## src/rtl/hamming74_pkg.sv

```systemverilog
// Shared definitions for the Hamming(7,4) serial link: FSM states,
// codeword bit positions and io_out bit indices.
package hamming74_pkg;

  typedef enum logic [1:0] {
    ST_IDLE  = 2'd0,
    ST_START = 2'd1,
    ST_DATA  = 2'd2,
    ST_STOP  = 2'd3
  } state_e;

  // Codeword vector bit n-1 holds c_n, so c1 is bit 0 and arrives first.
  localparam int unsigned POS_P1 = 0;
  localparam int unsigned POS_P2 = 1;
  localparam int unsigned POS_D0 = 2;
  localparam int unsigned POS_P4 = 3;
  localparam int unsigned POS_D1 = 4;
  localparam int unsigned POS_D2 = 5;
  localparam int unsigned POS_D3 = 6;

  localparam int unsigned O_DATA_LSB = 0;
  localparam int unsigned O_VALID    = 4;
  localparam int unsigned O_CORR     = 5;
  localparam int unsigned O_FERR     = 6;
  localparam int unsigned O_BUSY     = 7;

endpackage

```

## src/rtl/hamming74_decode.sv

```systemverilog
// Combinational Hamming(7,4) single-error corrector: syndrome, corrected
// codeword and extracted data nibble.
module hamming74_decode
  import hamming74_pkg::*;
(
  input  logic [6:0] i_code,
  output logic [3:0] o_data,
  output logic [2:0] o_syn,
  output logic       o_corrected
);

  logic [6:0] w_fix;

  assign o_syn[0] = i_code[POS_P1] ^ i_code[POS_D0] ^ i_code[POS_D1] ^ i_code[POS_D3];
  assign o_syn[1] = i_code[POS_P2] ^ i_code[POS_D0] ^ i_code[POS_D2] ^ i_code[POS_D3];
  assign o_syn[2] = i_code[POS_P4] ^ i_code[POS_D1] ^ i_code[POS_D2] ^ i_code[POS_D3];

  // The syndrome names the 1-based position of the flipped bit.
  always_comb begin
    w_fix = i_code;
    if (o_syn != 3'd0) w_fix[o_syn - 3'd1] = ~i_code[o_syn - 3'd1];
  end

  assign o_data      = {w_fix[POS_D3], w_fix[POS_D2], w_fix[POS_D1], w_fix[POS_D0]};
  assign o_corrected = (o_syn != 3'd0);

endmodule

```

## src/rtl/hamming74_serial_rx.sv

```systemverilog
// Oversampling serial receiver for Hamming(7,4) frames on the TinyTapeout
// pin interface: sync, framing FSM, shift register and registered outputs.
module hamming74_serial_rx
  import hamming74_pkg::*;
#(
  parameter int CLKS_PER_BIT = 2
) (
  input  logic [7:0] io_in,
  output logic [7:0] io_out
);

  localparam int HALF = CLKS_PER_BIT / 2;
  localparam int CW   = (CLKS_PER_BIT > 2) ? $clog2(CLKS_PER_BIT) : 1;

  logic          w_clk, w_rst_n, w_rxd;
  logic          r_sync1, r_sync2;
  state_e        r_state, w_state_nxt;
  logic [CW-1:0] r_cnt, w_cnt_nxt;
  logic [2:0]    r_idx, w_idx_nxt;
  logic [6:0]    r_code;
  logic [3:0]    r_data;
  logic          r_valid, r_corr, r_ferr;
  logic          w_shift, w_confirm, w_stop_ok, w_stop_bad;
  logic [3:0]    w_data;
  logic [2:0]    w_syn;
  logic          w_corr;
  logic          w_unused;

  assign w_clk    = io_in[0];
  assign w_rst_n  = io_in[1];
  assign w_rxd    = io_in[2];
  assign w_unused = &{1'b0, io_in[7:3], w_syn};

  always_ff @(posedge w_clk or negedge w_rst_n) begin
    if (!w_rst_n) begin
      r_sync1 <= 1'b1;
      r_sync2 <= 1'b1;
    end else begin
      r_sync1 <= w_rxd;
      r_sync2 <= r_sync1;
    end
  end

  always_ff @(posedge w_clk or negedge w_rst_n) begin
    if (!w_rst_n) begin
      r_state <= ST_IDLE;
      r_cnt   <= '0;
      r_idx   <= '0;
    end else begin
      r_state <= w_state_nxt;
      r_cnt   <= w_cnt_nxt;
      r_idx   <= w_idx_nxt;
    end
  end

  always_comb begin
    w_state_nxt = r_state;
    w_cnt_nxt   = r_cnt + 1'b1;
    w_idx_nxt   = r_idx;
    w_shift     = 1'b0;
    w_confirm   = 1'b0;
    w_stop_ok   = 1'b0;
    w_stop_bad  = 1'b0;
    case (r_state)
      ST_IDLE: begin
        w_cnt_nxt = '0;
        if (!r_sync2) w_state_nxt = ST_START;
      end
      ST_START: begin
        if (r_cnt == CW'(HALF - 1)) begin
          w_cnt_nxt = '0;
          if (r_sync2) begin
            w_state_nxt = ST_IDLE;
          end else begin
            w_confirm   = 1'b1;
            w_idx_nxt   = '0;
            w_state_nxt = ST_DATA;
          end
        end
      end
      ST_DATA: begin
        if (r_cnt == CW'(CLKS_PER_BIT - 1)) begin
          w_cnt_nxt = '0;
          w_shift   = 1'b1;
          if (r_idx == 3'd6) w_state_nxt = ST_STOP;
          else               w_idx_nxt   = r_idx + 3'd1;
        end
      end
      ST_STOP: begin
        if (r_cnt == CW'(CLKS_PER_BIT - 1)) begin
          w_cnt_nxt   = '0;
          w_state_nxt = ST_IDLE;
          w_stop_ok   = r_sync2;
          w_stop_bad  = ~r_sync2;
        end
      end
      default: w_state_nxt = ST_IDLE;
    endcase
  end

  always_ff @(posedge w_clk or negedge w_rst_n) begin
    if (!w_rst_n) r_code <= '0;
    else if (w_shift) r_code[r_idx] <= r_sync2;
  end

  hamming74_decode u_dec (
    .i_code      (r_code),
    .o_data      (w_data),
    .o_syn       (w_syn),
    .o_corrected (w_corr)
  );

  // A bad stop bit keeps the last good data and corrected flag visible.
  always_ff @(posedge w_clk or negedge w_rst_n) begin
    if (!w_rst_n) begin
      r_data  <= '0;
      r_valid <= 1'b0;
      r_corr  <= 1'b0;
      r_ferr  <= 1'b0;
    end else if (w_confirm) begin
      r_valid <= 1'b0;
      r_ferr  <= 1'b0;
    end else if (w_stop_ok) begin
      r_data  <= w_data;
      r_valid <= 1'b1;
      r_corr  <= w_corr;
    end else if (w_stop_bad) begin
      r_valid <= 1'b0;
      r_ferr  <= 1'b1;
    end
  end

  assign io_out[O_DATA_LSB +: 4] = r_data;
  assign io_out[O_VALID]         = r_valid;
  assign io_out[O_CORR]          = r_corr;
  assign io_out[O_FERR]          = r_ferr;
  assign io_out[O_BUSY]          = (r_state != ST_IDLE);

endmodule

```

## config.mk

```make
export PLATFORM = sky130hd
export DESIGN_NAME = hamming74_serial_rx
export DESIGN_NICKNAME = d
export VERILOG_FILES = /design/src/rtl/hamming74_pkg.sv /design/src/rtl/hamming74_decode.sv /design/src/rtl/hamming74_serial_rx.sv
export SDC_FILE = /design/constraint.sdc
export NUM_CORES = 1
export LEC_CHECK = 0
export BUFFER_PORTS_ARGS = -buffer_cell sky130_fd_sc_hd__buf_2
export CORE_MARGIN = 2
export CORE_UTILIZATION = 39
export CTS_BUF_LIST = sky130_fd_sc_hd__clkbuf_4 sky130_fd_sc_hd__clkbuf_8
export CTS_CLUSTER_SIZE = 40
export DETAILED_ROUTE_END_ITERATION = 8
export MAX_ROUTING_LAYER = met4
export PLACE_DENSITY = 0.65
export SKIP_LAST_GASP = 1
export SYNTH_ARGS = -nofsm -noshare
export SYNTH_HDL_FRONTEND = slang
export SYNTH_HIERARCHICAL = 1
export SYNTH_SLANG_ARGS = --single-unit
```

## constraint.sdc

```tcl
create_clock -name io_in -period 6 [get_ports io_in]
set_clock_uncertainty 0.15 [all_clocks]
set_input_delay 0.6 -clock io_in [delete_from_list [all_inputs] [get_ports io_in]]
set_output_delay 0.6 -clock io_in [all_outputs]
set_load 0.1 [all_outputs]
```

**After elaboration in Yosys (flattened, before gate mapping)**

Index checks and enable logic that the tools add are counted.

- Flip-flop bits (word level): 22
- Bits of input ports: 8
- Word-level logic and storage cells: 93

- Add/subtract/negate cells: 3
- $lt $le $gt $ge: 4
- Equal/unequal tests: 12
- Mux-type cells: 39
- Bitwise operators: 12
- Reductions and logical operators: 13

Operator list:

| kind | count |
|---|---|
| two-way mux 1 bit | 20 |
| != test 2 bit (second input constant) | 8 |
| bitwise mux 7 bit | 2 |
| two-way mux 2 bit | 6 |
| two-way mux 3 bit | 4 |
| AND reduction 5 bit | 2 |
| XOR 1 bit | 9 |
| < comparator 3 x 4 -> 1 bit (second input constant) | 2 |
| one-hot mux 2 bit (4 select lines) | 1 |
| two-way mux 7 bit | 1 |
| demux 1 bit (select 3 bit) | 2 |
| greater-or-equal comparator 3 x 1 -> 1 bit (second input constant) | 2 |
| one-hot mux 3 bit (2 select lines) | 1 |
| nonzero test 2 bit | 3 |
| nonzero test 3 bit | 2 |
| == test 2 bit (second input constant) | 2 |
| AND reduction 2 bit | 2 |
| adder 3 x 1 -> 3 bit (second input constant) | 1 |
| binary-select mux 1 bit (select 3 bit) | 1 |
| == test 3 bit (second input constant) | 1 |
| inverter 1 bit | 3 |
| one-hot mux 1 bit (3 select lines) | 1 |
| subtractor 3 x 1 -> 3 bit (second input constant) | 1 |
| == test 2 x 1 -> 1 bit (second input constant) | 1 |
| other kinds (4) | 5 |

**Depth between registers and ports, before layout**

- Word-level depth: 10
- Mapped depth: 11
- Depth with buffers taken out: 11

**Cells and area by module**

Netlist, hierarchy kept.

Modules (own cells, without submodules):

| module | instances | cells each | area an instance (µm²) |
|---|---|---|---|
| hamming74_serial_rx | 1 | 91 | 1066.0 |
| hamming74_decode | 1 | 30 | 219.0 |

**Least setup slack after synthesis**

OpenSTA, ideal clock, no wires.

- Kind: flip-flop to flip-flop
- From: register r_code[2]
- To: register r_data[2]
- Setup time: 0.126 ns
- Arrival time: 2.142 ns
- Required time: 5.724 ns
- Slack: 3.582 ns
- Cell stages (with the launch flop): 10
- Clock period less this slack: 2.418 ns
- Cells stage by stage: dfrtp_1 > xor2_1 > xnor2_1 > ha_1 > inv_1 > nor2_1 > ha_1 > nor3_1 > mux2_2 > mux2_2

- Longest elaborated chain between the ends: 10
- Elaborated cells on any way between the ends: 18
- Those cells by class: add/sub: 1; order compare: 2; mux: 6; bitwise: 7; reduce/logical: 2

Ends and longest elaborated chain:

| what | RTL line | source |
|---|---|---|
| start: declaration | hamming74_serial_rx.sv:20 | `logic [6:0] r_code;` |
| start signal: indexed assignment | hamming74_serial_rx.sv:103 | `else if (w_shift) r_code[r_idx] <= r_sync2;` |
| XOR 1 bit * (3 in a row) | hamming74_decode.sv:14 | `assign o_syn[0] = i_code[POS_P1] ^ i_code[POS_D0] ^ i_code[POS_D1] ^ i_code[POS_D3];` |
| named net w_syn[0] | hamming74_serial_rx.sv:25 | `logic [2:0] w_syn;` |
| subtractor 3 x 1 -> 3 bit | hamming74_decode.sv:21 | `if (o_syn != 3'd0) w_fix[o_syn - 3'd1] = ~i_code[o_syn - 3'd1];` |
| < comparator 3 x 4 -> 1 bit (implied by the code) or greater-or-equal comparator 3 x 1 -> 1 bit (tied branches) | hamming74_decode.sv:21 |  |
| logical AND 1 bit (implied by the code) | hamming74_decode.sv:21 |  |
| two-way mux 1 bit (implied by the code) | hamming74_decode.sv:21 |  |
| demux 1 bit (select 3 bit) | -- |  |
| bitwise mux 7 bit | hamming74_decode.sv:21 |  |
| two-way mux 7 bit * | hamming74_decode.sv:21 |  |
| named net w_data[2] | hamming74_serial_rx.sv:24 | `logic [3:0] w_data;` |
| end signal: assignment | hamming74_serial_rx.sv:124 | `r_data <= w_data;` |
| end: declaration | hamming74_serial_rx.sv:21 | `logic [3:0] r_data;` |

Mark *: on every way through the listed nets, which the timed path passes. The rest lies on a longest branch. The select of a mux whose other input is x is not followed.
A chain may end at the register's enable or synchronous reset.

==> results.md <==
- Die width: 61.3 µm
- Final instance area: 0.00138 mm²
- Syn_nets: 132
- Crit path to: r_sync1
- Final wirelength: 2240 µm
- Antenna Nets Post-Route: 0
- Synth warn: 6
- First-pass GRT wire length: 3890 µm
- Initial antenna violation count: 0
- Worst slew pin tran: 0.537 ns
- Max Cap Viol: 0
- Pre-CTS setup slack: 2.78 ns
- GPL Wtd Cong: 0.794
- Setup TNS: 0 ns
- Layout cells sized above 1: 0.283
- Io pins: 16
- DP Area: 0.00132 mm²
- Cell count after synthesis: 120
- DR vias/cell: 5.19
- Clk_lat worst skew: 0.32 ns
- Worst r2r src: r_code[2]
- Worst Setup SP: io_in[2]
- Port bufs: 8
- Clock transition at path regs: 0.12 ns
- Remaining Overflow, GRT: 0
- Synthesized area per cell: 10.7 µm²
- Placed wire-length estimate: 1510 µm
- Initial Util: 0.416
- FP Rows: 20
- Violations in the final reports: negative hold slack
- Synthesized area: 0.00128 mm²
- Worst reg2reg setup slack: 3.40 ns
- Worst Hold Slack: -0.505 ns
- Slew HR: 0.642
- Drt first pass iters: 4
- Die Ht: 61.3 µm
- Setup Buffers After CTS: 0
- Via count: 887
- Largest net degree at the start of global routing: 19
- Core ar.: 0.00308 mm²
- Worst EP arrival: 3.00 ns
- Vias in the first global route: 985
- Area of the die: 0.00376 mm²
- Peak supply drop: 0.126 mV
- RSZ-0062 raised after global routing: no
- Worst Path Required: 6.12 ns
- Reg-to-reg endpoint: r_data[3]
- Antenna Cells: 0
- TritonCTS clock tree: done
- Wire per inst: 13.1 µm
- Critical Path Sink Type: flip-flop
- Leak: 0.645 nW
- Final Core Density: 0.448
- Final hold vios: 23
- CP max FO: 1
- Nets: 139
- P&R area growth vs syn: 7.71%
- DR DRC count: 0
- Status: finished, violations left
- Hold buffers post-CTS: 0
- Setup WS post-layout: 3.12 ns
- Worst reg2reg path depth: 11
- Worst setup SP type: clock port
- Kind of critical path: clk -> reg
- Initial DRC count: 27
- Max-slew violation count: 0
- Power density of the placed cells: 231 mW/mm²
- Resized cells post-CTS: 0
- Worst path depth: 0
- Final setup vio count: 0
- Total GRT Usage: 0.157
- HP Class: clk -> async
layout by cell type (no fill, tap or decap), types with 2 or more instances in the layout:
master,n
nor3_1,4
nand2_1,6
dfstp_2,2
mux2_1,3
xor2_1,6
nand2b_1,3
ha_1,4
inv_1,6
mux2_2,11
nand4b_1,2
dfrtp_1,20
a21oi_1,7
nand3b_1,2
nand3_1,3
nor2_1,6
xnor2_1,5
a31oi_1,5
buf_2,8
clkbuf_4,8
nor2b_1,3
sequential cells by signal, summed over array words and instances (netlist names), named ones only:
| name | flops |
|---|---|
| r_code | 7 |
| r_data | 4 |
| r_idx | 3 |
| r_cnt | 1 |
| r_corr | 1 |
| r_ferr | 1 |
| r_state | 1 |
| r_sync1 | 1 |
| r_sync2 | 1 |
| r_valid | 1 |
metrics by stage:
step	total power, W	std cells
global placement	0.000153	163
finish	0.000319	171
floorplan	0.000153	120
CTS	0.000333	171
detailed placement	0.000153	163
global route	0.000351	171
per-layer routing:
metal,vias up,part of all wire,GRT usage
met1,413,0.43,0.156
met4,0,0.032,0.152
met2,37,0.46,0.188
met3,8,0.082,0.120
met5,-,0,-
li1,429,-,-
report_power, final:
group          internal, W  switching, W
combinational            0             0
clock            0.0000612      0.000109
sequential        0.000149             0
total             0.000210      0.000109
how the worst min path moves through the flow:
stage,end,slack (ns),cells after the start
after floorplan,async pin,-0.45,0
after global placement,async pin,-0.45,0
after detailed placement,async pin,-0.45,0
after CTS,r_data[0],-0.50,2
after global routing,r_data[1],-0.51,2
final,r_corr,-0.50,2
final cells by class:
type | instances | area [µm²]
sequential | 22 | 553
timing repair buffer | 8 | 40.0
tap | 44 | 55.1
fill | 295 | 1700
inverter | 6 | 22.5
clock buffer | 8 | 60.1
multi-input combinational | 83 | 649
Note: power is estimated with default switching activity, not from simulation.
